===== config.mk =====
export PLATFORM = sky130hd
export DESIGN_NAME = vga_timing_controller
export DESIGN_NICKNAME = d
export VERILOG_FILES = /design/src/rtl/vga_timing_pkg.sv /design/src/rtl/vga_axis_counter.sv /design/src/rtl/vga_timing_controller.sv
export SDC_FILE = /design/constraint.sdc
export NUM_CORES = 1
export LEC_CHECK = 0
export CAP_MARGIN = 20
export CORE_MARGIN = 10
export CORE_UTILIZATION = 30
export CTS_BUF_LIST = sky130_fd_sc_hd__clkbuf_4 sky130_fd_sc_hd__clkbuf_8
export DETAILED_ROUTE_END_ITERATION = 10
export GPL_ROUTABILITY_DRIVEN = 1
export MAX_ROUTING_LAYER = met4
export PLACE_DENSITY_LB_ADDON = 0.3
export SYNTH_ARGS = -nofsm -noshare
export SYNTH_HDL_FRONTEND = slang
export SYNTH_SLANG_ARGS = --single-unit
export TNS_END_PERCENT = 30

===== constraint.sdc =====
create_clock -name CLK -period 2.15 [get_ports CLK]
set_input_delay 0.43 -clock CLK [delete_from_list [all_inputs] [get_ports CLK]]
set_output_delay 0.43 -clock CLK [all_outputs]
set_load 0.05 [all_outputs]

===== src/rtl/vga_timing_pkg.sv =====
// rtl/vga_timing_pkg.sv - shared phase type, 640x480 defaults and counter width for the VGA raster
package vga_timing_pkg;

  // Phase of one raster axis; both axes walk ACTIVE -> FRONT -> PULSE -> BACK
  typedef enum logic [1:0] {
    PH_ACTIVE = 2'd0,
    PH_FRONT  = 2'd1,
    PH_PULSE  = 2'd2,
    PH_BACK   = 2'd3
  } phase_t;

  localparam int H_ACTIVE_DEF = 640;
  localparam int H_FRONT_DEF  = 18;
  localparam int H_PULSE_DEF  = 92;
  localparam int H_BACK_DEF   = 50;
  localparam int V_ACTIVE_DEF = 480;
  localparam int V_FRONT_DEF  = 10;
  localparam int V_PULSE_DEF  = 2;
  localparam int V_BACK_DEF   = 33;

  localparam int CNT_W = 10;

endpackage


===== src/rtl/vga_axis_counter.sv =====
// rtl/vga_axis_counter.sv - one raster axis: position counter, phase FSM and wrap pulse
module vga_axis_counter
  import vga_timing_pkg::*;
#(
  parameter int SEG_ACTIVE = H_ACTIVE_DEF,
  parameter int SEG_FRONT  = H_FRONT_DEF,
  parameter int SEG_PULSE  = H_PULSE_DEF,
  parameter int SEG_BACK   = H_BACK_DEF
) (
  input  logic             CLK,
  input  logic             i_Reset,
  input  logic             advance,
  output logic [CNT_W-1:0] pos,
  output phase_t           phase,
  output logic             wrap
);

  localparam int TOTAL = SEG_ACTIVE + SEG_FRONT + SEG_PULSE + SEG_BACK;

  if (SEG_ACTIVE < 1 || SEG_FRONT < 1 || SEG_PULSE < 1 || SEG_BACK < 1 ||
      TOTAL > (1 << CNT_W)) begin : g_param_err
    $error("vga_axis_counter: segment lengths must be >= 1 and total <= 1024");
  end

  // Last position of each segment; the phase moves on when pos sits on one of these
  localparam logic [CNT_W-1:0] END_ACTIVE = CNT_W'(SEG_ACTIVE - 1);
  localparam logic [CNT_W-1:0] END_FRONT  = CNT_W'(SEG_ACTIVE + SEG_FRONT - 1);
  localparam logic [CNT_W-1:0] END_PULSE  = CNT_W'(SEG_ACTIVE + SEG_FRONT + SEG_PULSE - 1);
  localparam logic [CNT_W-1:0] END_BACK   = CNT_W'(TOTAL - 1);

  // Wrap is qualified by advance so it can directly clock the next axis
  assign wrap = advance && (pos == END_BACK);

  // Position and phase step together so phase always describes the current pos
  always_ff @(posedge CLK or posedge i_Reset) begin
    if (i_Reset) begin
      pos   <= '0;
      phase <= PH_ACTIVE;
    end else if (advance) begin
      pos <= (pos == END_BACK) ? '0 : pos + 1'b1;
      case (phase)
        PH_ACTIVE: if (pos == END_ACTIVE) phase <= PH_FRONT;
        PH_FRONT:  if (pos == END_FRONT)  phase <= PH_PULSE;
        PH_PULSE:  if (pos == END_PULSE)  phase <= PH_BACK;
        PH_BACK:   if (pos == END_BACK)   phase <= PH_ACTIVE;
        default:   phase <= PH_ACTIVE;
      endcase
    end
  end

endmodule


===== src/rtl/vga_timing_controller.sv =====
// rtl/vga_timing_controller.sv - VGA raster sequencer; VGA_PREFETCH_EN adds next-pixel fetch outputs
module vga_timing_controller
  import vga_timing_pkg::*;
#(
  parameter int H_ACTIVE = H_ACTIVE_DEF,
  parameter int H_FRONT  = H_FRONT_DEF,
  parameter int H_PULSE  = H_PULSE_DEF,
  parameter int H_BACK   = H_BACK_DEF,
  parameter int V_ACTIVE = V_ACTIVE_DEF,
  parameter int V_FRONT  = V_FRONT_DEF,
  parameter int V_PULSE  = V_PULSE_DEF,
  parameter int V_BACK   = V_BACK_DEF
) (
  input  logic             CLK,
  input  logic             i_Reset,
  input  logic             i_Enable,
  output logic             o_H_Sync,
  output logic             o_V_Sync,
  output logic             o_Active,
  output logic [CNT_W-1:0] o_Col,
  output logic [CNT_W-1:0] o_Row,
  output logic             o_Line_Start,
  output logic             o_Frame_Start
`ifdef VGA_PREFETCH_EN
  ,
  output logic             o_Fetch_Req,
  output logic [CNT_W-1:0] o_Fetch_Col,
  output logic [CNT_W-1:0] o_Fetch_Row
`endif
);

  logic [CNT_W-1:0] h_pos, v_pos;
  phase_t           h_phase, v_phase;
  logic             h_wrap, v_wrap;

  vga_axis_counter #(
    .SEG_ACTIVE(H_ACTIVE), .SEG_FRONT(H_FRONT), .SEG_PULSE(H_PULSE), .SEG_BACK(H_BACK)
  ) u_h (
    .CLK(CLK), .i_Reset(i_Reset), .advance(i_Enable),
    .pos(h_pos), .phase(h_phase), .wrap(h_wrap)
  );

  // The vertical axis only moves when a line completes
  vga_axis_counter #(
    .SEG_ACTIVE(V_ACTIVE), .SEG_FRONT(V_FRONT), .SEG_PULSE(V_PULSE), .SEG_BACK(V_BACK)
  ) u_v (
    .CLK(CLK), .i_Reset(i_Reset), .advance(h_wrap),
    .pos(v_pos), .phase(v_phase), .wrap(v_wrap)
  );

  // Register the decode of the current position; everything freezes while disabled
  always_ff @(posedge CLK or posedge i_Reset) begin
    if (i_Reset) begin
      o_H_Sync      <= 1'b1;
      o_V_Sync      <= 1'b1;
      o_Active      <= 1'b0;
      o_Col         <= '0;
      o_Row         <= '0;
      o_Line_Start  <= 1'b0;
      o_Frame_Start <= 1'b0;
    end else if (i_Enable) begin
      o_H_Sync      <= (h_phase != PH_PULSE);
      o_V_Sync      <= (v_phase != PH_PULSE);
      o_Active      <= (h_phase == PH_ACTIVE) && (v_phase == PH_ACTIVE);
      o_Col         <= h_pos;
      o_Row         <= v_pos;
      o_Line_Start  <= (h_pos == '0);
      o_Frame_Start <= (h_pos == '0) && (v_pos == '0);
    end
  end

`ifdef VGA_PREFETCH_EN
  localparam logic [CNT_W-1:0] H_ACT_W = CNT_W'(H_ACTIVE);
  localparam logic [CNT_W-1:0] V_ACT_W = CNT_W'(V_ACTIVE);

  logic [CNT_W-1:0] nxt_h, nxt_v;

  // Position the counters will hold after this edge (wraps already include enable)
  always_comb begin
    nxt_h = h_wrap ? '0 : h_pos + 1'b1;
    nxt_v = v_wrap ? '0 : (h_wrap ? v_pos + 1'b1 : v_pos);
  end

  // Fetch outputs lead o_Active/o_Col/o_Row by exactly one enabled edge
  always_ff @(posedge CLK or posedge i_Reset) begin
    if (i_Reset) begin
      o_Fetch_Req <= 1'b0;
      o_Fetch_Col <= '0;
      o_Fetch_Row <= '0;
    end else if (i_Enable) begin
      o_Fetch_Req <= (nxt_h < H_ACT_W) && (nxt_v < V_ACT_W);
      o_Fetch_Col <= nxt_h;
      o_Fetch_Row <= nxt_v;
    end
  end
`else
  logic unused_v_wrap;
  assign unused_v_wrap = v_wrap;
`endif

endmodule


After elaboration in Yosys (flattened, before gate mapping) --
Index checks and enable logic that the tools add are counted.
Storage, ports and cells: flip-flop bits (word level) 49, input port bits 3, output and inout bits 25, logic and storage cells 58
Cells by class: $add $sub $neg 2, equal/unequal tests 24, muxes and demuxes 12, reduce and logical (&&, ||, !) cells 9
Operator list (number):
- $eq A10 B10 Y1 const B | 5
- $eq A10 B9 Y1 const B | 3
- $add A10 B1 Y10 const B | 2
- $logic_not A10 Y1 | 2
- $mux W10 | 2
- $mux W2 | 8
- $ne A2 B1 Y1 const B | 8
- $pmux W2 S4 | 2
- $reduce_and A5 Y1 | 2
- $eq A2 B2 Y1 const B | 4
- $eq A2 B1 Y1 const B | 2
- $logic_not A2 Y1 | 2
- $ne A2 B2 Y1 const B | 2
- $logic_and A1 B1 Y1 | 3

Logic depth before layout (Yosys ltp) --
depth after elaboration 3, gate-level depth with buffers 7, gate-level depth less buffers 7

Cells and area by module --
From an unflattened synthesis, not the netlist that was laid out.
Unflattened totals: cells, all modules 216, area, all modules 2491.1 um2
By module, submodules not included:
- vga_timing_controller | instances 1, cells an instance 69, area each 1013.5 um2, sequential area each 628.1 um2
- vga_axis_counter at u_v | instances 1, cells an instance 75, area each 765.7 um2, sequential area each 300.3 um2
- vga_axis_counter at u_h | instances 1, cells an instance 72, area each 711.9 um2, sequential area each 300.3 um2

Worst setup path after synthesis --
No wires, ideal clock.
kind reg-to-reg, start point register u_v.pos[0], end point register u_v.phase[1], setup time 0.120 ns, data arrival time 1.728 ns, data required time 2.030 ns, setup slack 0.302 ns, cell stages (with the launch flop) 8, clock period less this slack 1.848 ns, path through dfrtp_1 inv_1 ha_1 nor2b_1 nand4_4 a2111oi_4 a21oi_1 a31o_1
On the way: word-level cells in the longest chain between the ends 3
RTL lines:
- from (decl) | RTL line vga_axis_counter.sv:13 | output logic [CNT_W-1:0] pos,
- from (signal assigned) | RTL line vga_axis_counter.sv:40 | pos <= (pos == END_BACK) ? '0 : pos + 1'b1;
- $eq A10 B10 Y1, or another cell as far along | RTL line vga_axis_counter.sv:45 | PH_BACK: if (pos == END_BACK) phase <= PH_ACTIVE;
- $ne A2 B1 Y1 (no source line)
- $reduce_and A5 Y1 (no source line) (*)
- to (signal assigned) | RTL line vga_axis_counter.sv:44 | PH_PULSE: if (pos == END_PULSE) phase <= PH_BACK;
- to (signal assigned) | RTL line vga_axis_counter.sv:45
- to (signal assigned) | RTL line vga_axis_counter.sv:46 | default: phase <= PH_ACTIVE;
- to (decl) | RTL line vga_axis_counter.sv:14 | output phase_t phase,
Every way passes the cells marked *; elsewhere a longest branch is shown, timed or not. A chain may end at the register's enable or synchronous reset.

Worst setup path after layout --
start point register u_h.pos[1], end point register u_v.pos[8]
On the way: word-level cells in the longest chain between the ends 2
RTL lines:
- from (decl) | RTL line vga_axis_counter.sv:13
- from (signal assigned) | RTL line vga_axis_counter.sv:40
- $eq A10 B10 Y1 | RTL line vga_axis_counter.sv:32 | assign wrap = advance && (pos == END_BACK);
- $logic_and A1 B1 Y1 | RTL line vga_axis_counter.sv:32
Every way passes these cells.

==> impl_metrics.yaml <==
synthesis:
  ys_ff_latch: 49
  synthSimpleGateAreaFrac_pct: 17.2
  synthAdderAreaFrac_pct: 7.02
  yosys_warnings: 0
  synth_top_family_by_area: "simple AND/OR/NAND/NOR gates"
  synth_cell_types: 48
  synth_xor_area_share_pct: 3.51
  syn_inst: 217
  synth-main-ff-cell: "dfrtp_1"
  ys_async_sr_fraction_pct: 100
  syn_nets: 234
  seq_area_frac_synth_pct: 49.3
  syn_area_per_cell_um2: 11.5
  synth_compound_area_share_pct: 8.58
  synth_edf_count: 0
  netlist_area_mm2: 0.00249
  muxShareOfSynthArea_pct: 10.4
layout:
  drive_above_1_share_pct: 21.3
  fin_nets: 269
  diodes: 0
  areaGrowthSynthToFinish_pct: 21.3
  fin_area_mm2: 0.00303
timing:
  skew_ps: 8.30
  setup_violations: 0
  fin_tns_setup_ps: 0
  fmax_mhz: 512
  fin_crit_sh_pct: 90.8
  worstMarginPinSlew_ps: 515
  rsz0062_at_grt: "false"
  finalMaxSlewViolations: 0
  hold_viol_final: 0
  slew_headroom_pct: 65.5
  finalCriticalPeriod_ps: 1950
floorplan:
  die_h_um: 111
  initial_utilization_pct: 30.7
  die-width_um: 111
  fp-row-count: 33
  io_pins: 28
  core_area_mm2: 0.00813
  dieArea_mm2: 0.0124
flow_run:
  max_cap_viol_count: 0
clock_tree:
  postCtsSetupRepairBufs: 0
  cts_made_buffers: 5
  worstSkewPairLatency_ps: 300
  cts_root_buf: "clkbuf_8"
  cts.sinks: 49
  clkTransAtPathRegs_ps: 90
  h-tree-depth: 2
  clk_path_buf_depth: 2
  tritoncts: "yes"
global_routing:
  grt_start_max_net_pins: 30
  grt_pass1_wl_mm: 8.94
  grt_pass1_vias: 1728
  globalRouteOverflowTotal: 0
  grt_use_total_pct: 8.79
  antenna_found_initial: 0
worst_setup_path:
  path_buf_inv: 0
  reg2reg_slack_ps: 200
  crit_arrival_ps: 2160
  cp_max_fo: 12
  cp_slowest_cell: "dfrtp_1"
  cp_top_family: "simple AND/OR/NAND/NOR gates"
  reg2reg_from: "u_h.pos[1]$_DFFE_PP0P_"
  critPathRequiredTime_ps: 2360
  worstSetupStartpointType: "flip-flop"
  slowest_delay_ps: 430
  reg2regPathDepth: 6
  crit_chain: "ha_1, and3_1, and3_4, and2_2, nand2_1, o31ai_1"
  path_class: "reg2reg"
  worstSetupEndpointType: "flip-flop"
  r2r_end: "u_v.pos[8]$_DFFE_PP0P_"
routing:
  routed_via_density: 4.72
  vias: 1689
  ant_nets: 0
  finalWirelength_mm: 5.33
  firstDrtPassIters: 4
  drc: 0
  post_drt_wl_per_cell_um: 14.9
  drt_iter0_drc: 59
placement:
  port_buffers: 27
  place_congestion: 0.840
  place_area_mm2: 0.00293
  hpwl_mm: 3.86
hold_path:
  hp-class: "in2async"
status:
  status: "finished clean"
power:
  vdd_drop_max_mv: 0.512
  power.leakage_nw: 1.36
  power.density_mw_per_mm2: 728
[sequential cells by signal, summed over array words and instances (netlist names), 2 cells and up]
name       flops
u_h.pos       10
o_Row         10
u_h.phase      2
u_v.pos       10
o_Col         10
u_v.phase      2
[through the flow]
stage | instances | total power [mW] | hold WS, ps | util [%] | setup slack, ps
after global placement | 350 | 1.66 | 461 | 36.1 | 182
final | 358 | 2.20 | 352 | 37.2 | 198
after detailed placement | 350 | 1.67 | 457 | 36.1 | 140
after global routing | 358 | 2.32 | 351 | 37.2 | 56.0
after CTS | 358 | 2.24 | 352 | 37.2 | 123
after floorplan | 217 | 1.47 | 489 | - | 302
[power by group]
group | total, mW | internal (mW) | switching [mW]
clock | 0.562 | 0.255 | 0.307
combinational | 0.530 | 0.198 | 0.332
sequential | 1.11 | 1.02 | 0.0965
[cells by family (layout without fill, tap and decap cells)]
| logic type | Yosys count | after routing |
|---|---|---|
| compound gates | 32 | 32 |
| flops | 49 | 49 |
| simple gates | 66 | 66 |
| fa+ha+maj | 14 | 14 |
| buf+inv | 23 | 59 |
| xor+xnor | 10 | 10 |
| mux | 23 | 23 |
[placed cells by master, fill, tap and decap left out, types with 2 or more instances in the layout]
cell	synthesis	final
clkdlybuf4s50_1	0	25
ha_1	14	14
nand4_1	5	5
nor2_1	10	10
clkbuf_8	0	5
nor4_1	2	2
nand2_1	12	12
o31ai_1	3	3
dfrtp_1	47	47
clkbuf_4	0	2
nand3_1	6	6
buf_4	2	8
o21ai_0	15	15
mux2i_1	3	3
and3_2	2	2
and4_1	4	4
nor3_1	3	3
dfstp_2	2	2
xnor2_1	8	8
inv_1	16	15
a31oi_1	2	2
and2_1	2	2
mux2_2	19	19
and3_1	3	3
xor2_1	2	2
buf_12	0	2
o22ai_1	2	2
and3_4	2	2
a21oi_1	5	5
[worst reg2reg max path, stage by stage (launching register included)]
cell and delay, ps:
dfrtp_1 430, ha_1 200, and3_1 280, and3_4 250
and2_2 310, nand2_1 140, o31ai_1 240
[Yosys cell counts (2+ instances only)]
cell | n | share of area [%]
dfrtp_1 | 47 | 47
mux2_2 | 19 | 8.6
inv_1 | 16 | 2.4
o21ai_0 | 15 | 3.0
ha_1 | 14 | 7.0
nand2_1 | 12 | 1.8
nor2_1 | 10 | 1.5
xnor2_1 | 8 | 2.8
nand3_1 | 6 | 1.2
a21oi_1 | 5 | 1.0
nand4_1 | 5 | 1.3
and4_1 | 4 | 1.4
and3_1 | 3 | 0.75
mux2i_1 | 3 | 1.2
nor3_1 | 3 | 0.60
o31ai_1 | 3 | 0.90
a31oi_1 | 2 | 0.50
and2_1 | 2 | 0.50
and3_2 | 2 | 0.60
and3_4 | 2 | 0.90
buf_1 | 2 | 0.30
buf_4 | 2 | 0.60
clkbuf_1 | 2 | 0.30
dfstp_2 | 2 | 2.1
nor2b_1 | 2 | 0.50
nor4_1 | 2 | 0.50
o22ai_1 | 2 | 0.50
xor2_1 | 2 | 0.70
[layout make-up]
type / instances / area (um^2)
Clock buffer: 7 / 83.8
Clock inverter: 1 / 5.00
Fill cell: 808 / 5110
Inverter: 16 / 60.1
Multi-Input combinational cell: 145 / 1170
Sequential cell: 49 / 1230
Tap cell: 105 / 131
Timing Repair Buffer: 35 / 350
[per-layer routing]
layer,vias up,routed length [um],track usage (%)
li1,845,-,-
met1,805,2610,11.0
met2,32,2450,13.4
met3,7,215,2.60
met4,0,55,2.66
met5,-,0,-
[how the worst max path moves through the flow]
stage / start / endpoint / slack [ps] / cells past startpoint
after floorplan: u_v.pos[0]$_DFFE_PP0P_ / u_v.phase[1]$_DFFE_PP0P_ / 300 / 7
after global placement: u_v.pos[0]$_DFFE_PP0P_ / u_v.phase[1]$_DFFE_PP0P_ / 180 / 7
after detailed placement: u_v.pos[0]$_DFFE_PP0P_ / u_v.phase[1]$_DFFE_PP0P_ / 140 / 7
after CTS: u_v.pos[0]$_DFFE_PP0P_ / u_v.phase[1]$_DFFE_PP0P_ / 120 / 7
after global routing: u_h.pos[1]$_DFFE_PP0P_ / u_v.pos[8]$_DFFE_PP0P_ / 60 / 6
final: u_h.pos[1]$_DFFE_PP0P_ / u_v.pos[8]$_DFFE_PP0P_ / 200 / 6
[repair_timing]
item	in CTS	in global routing
setup endpoints to repair	0	2
hold buffers	0	0
gates resized for setup	0	1
No activity file was read; power rests on OpenSTA's default activity.
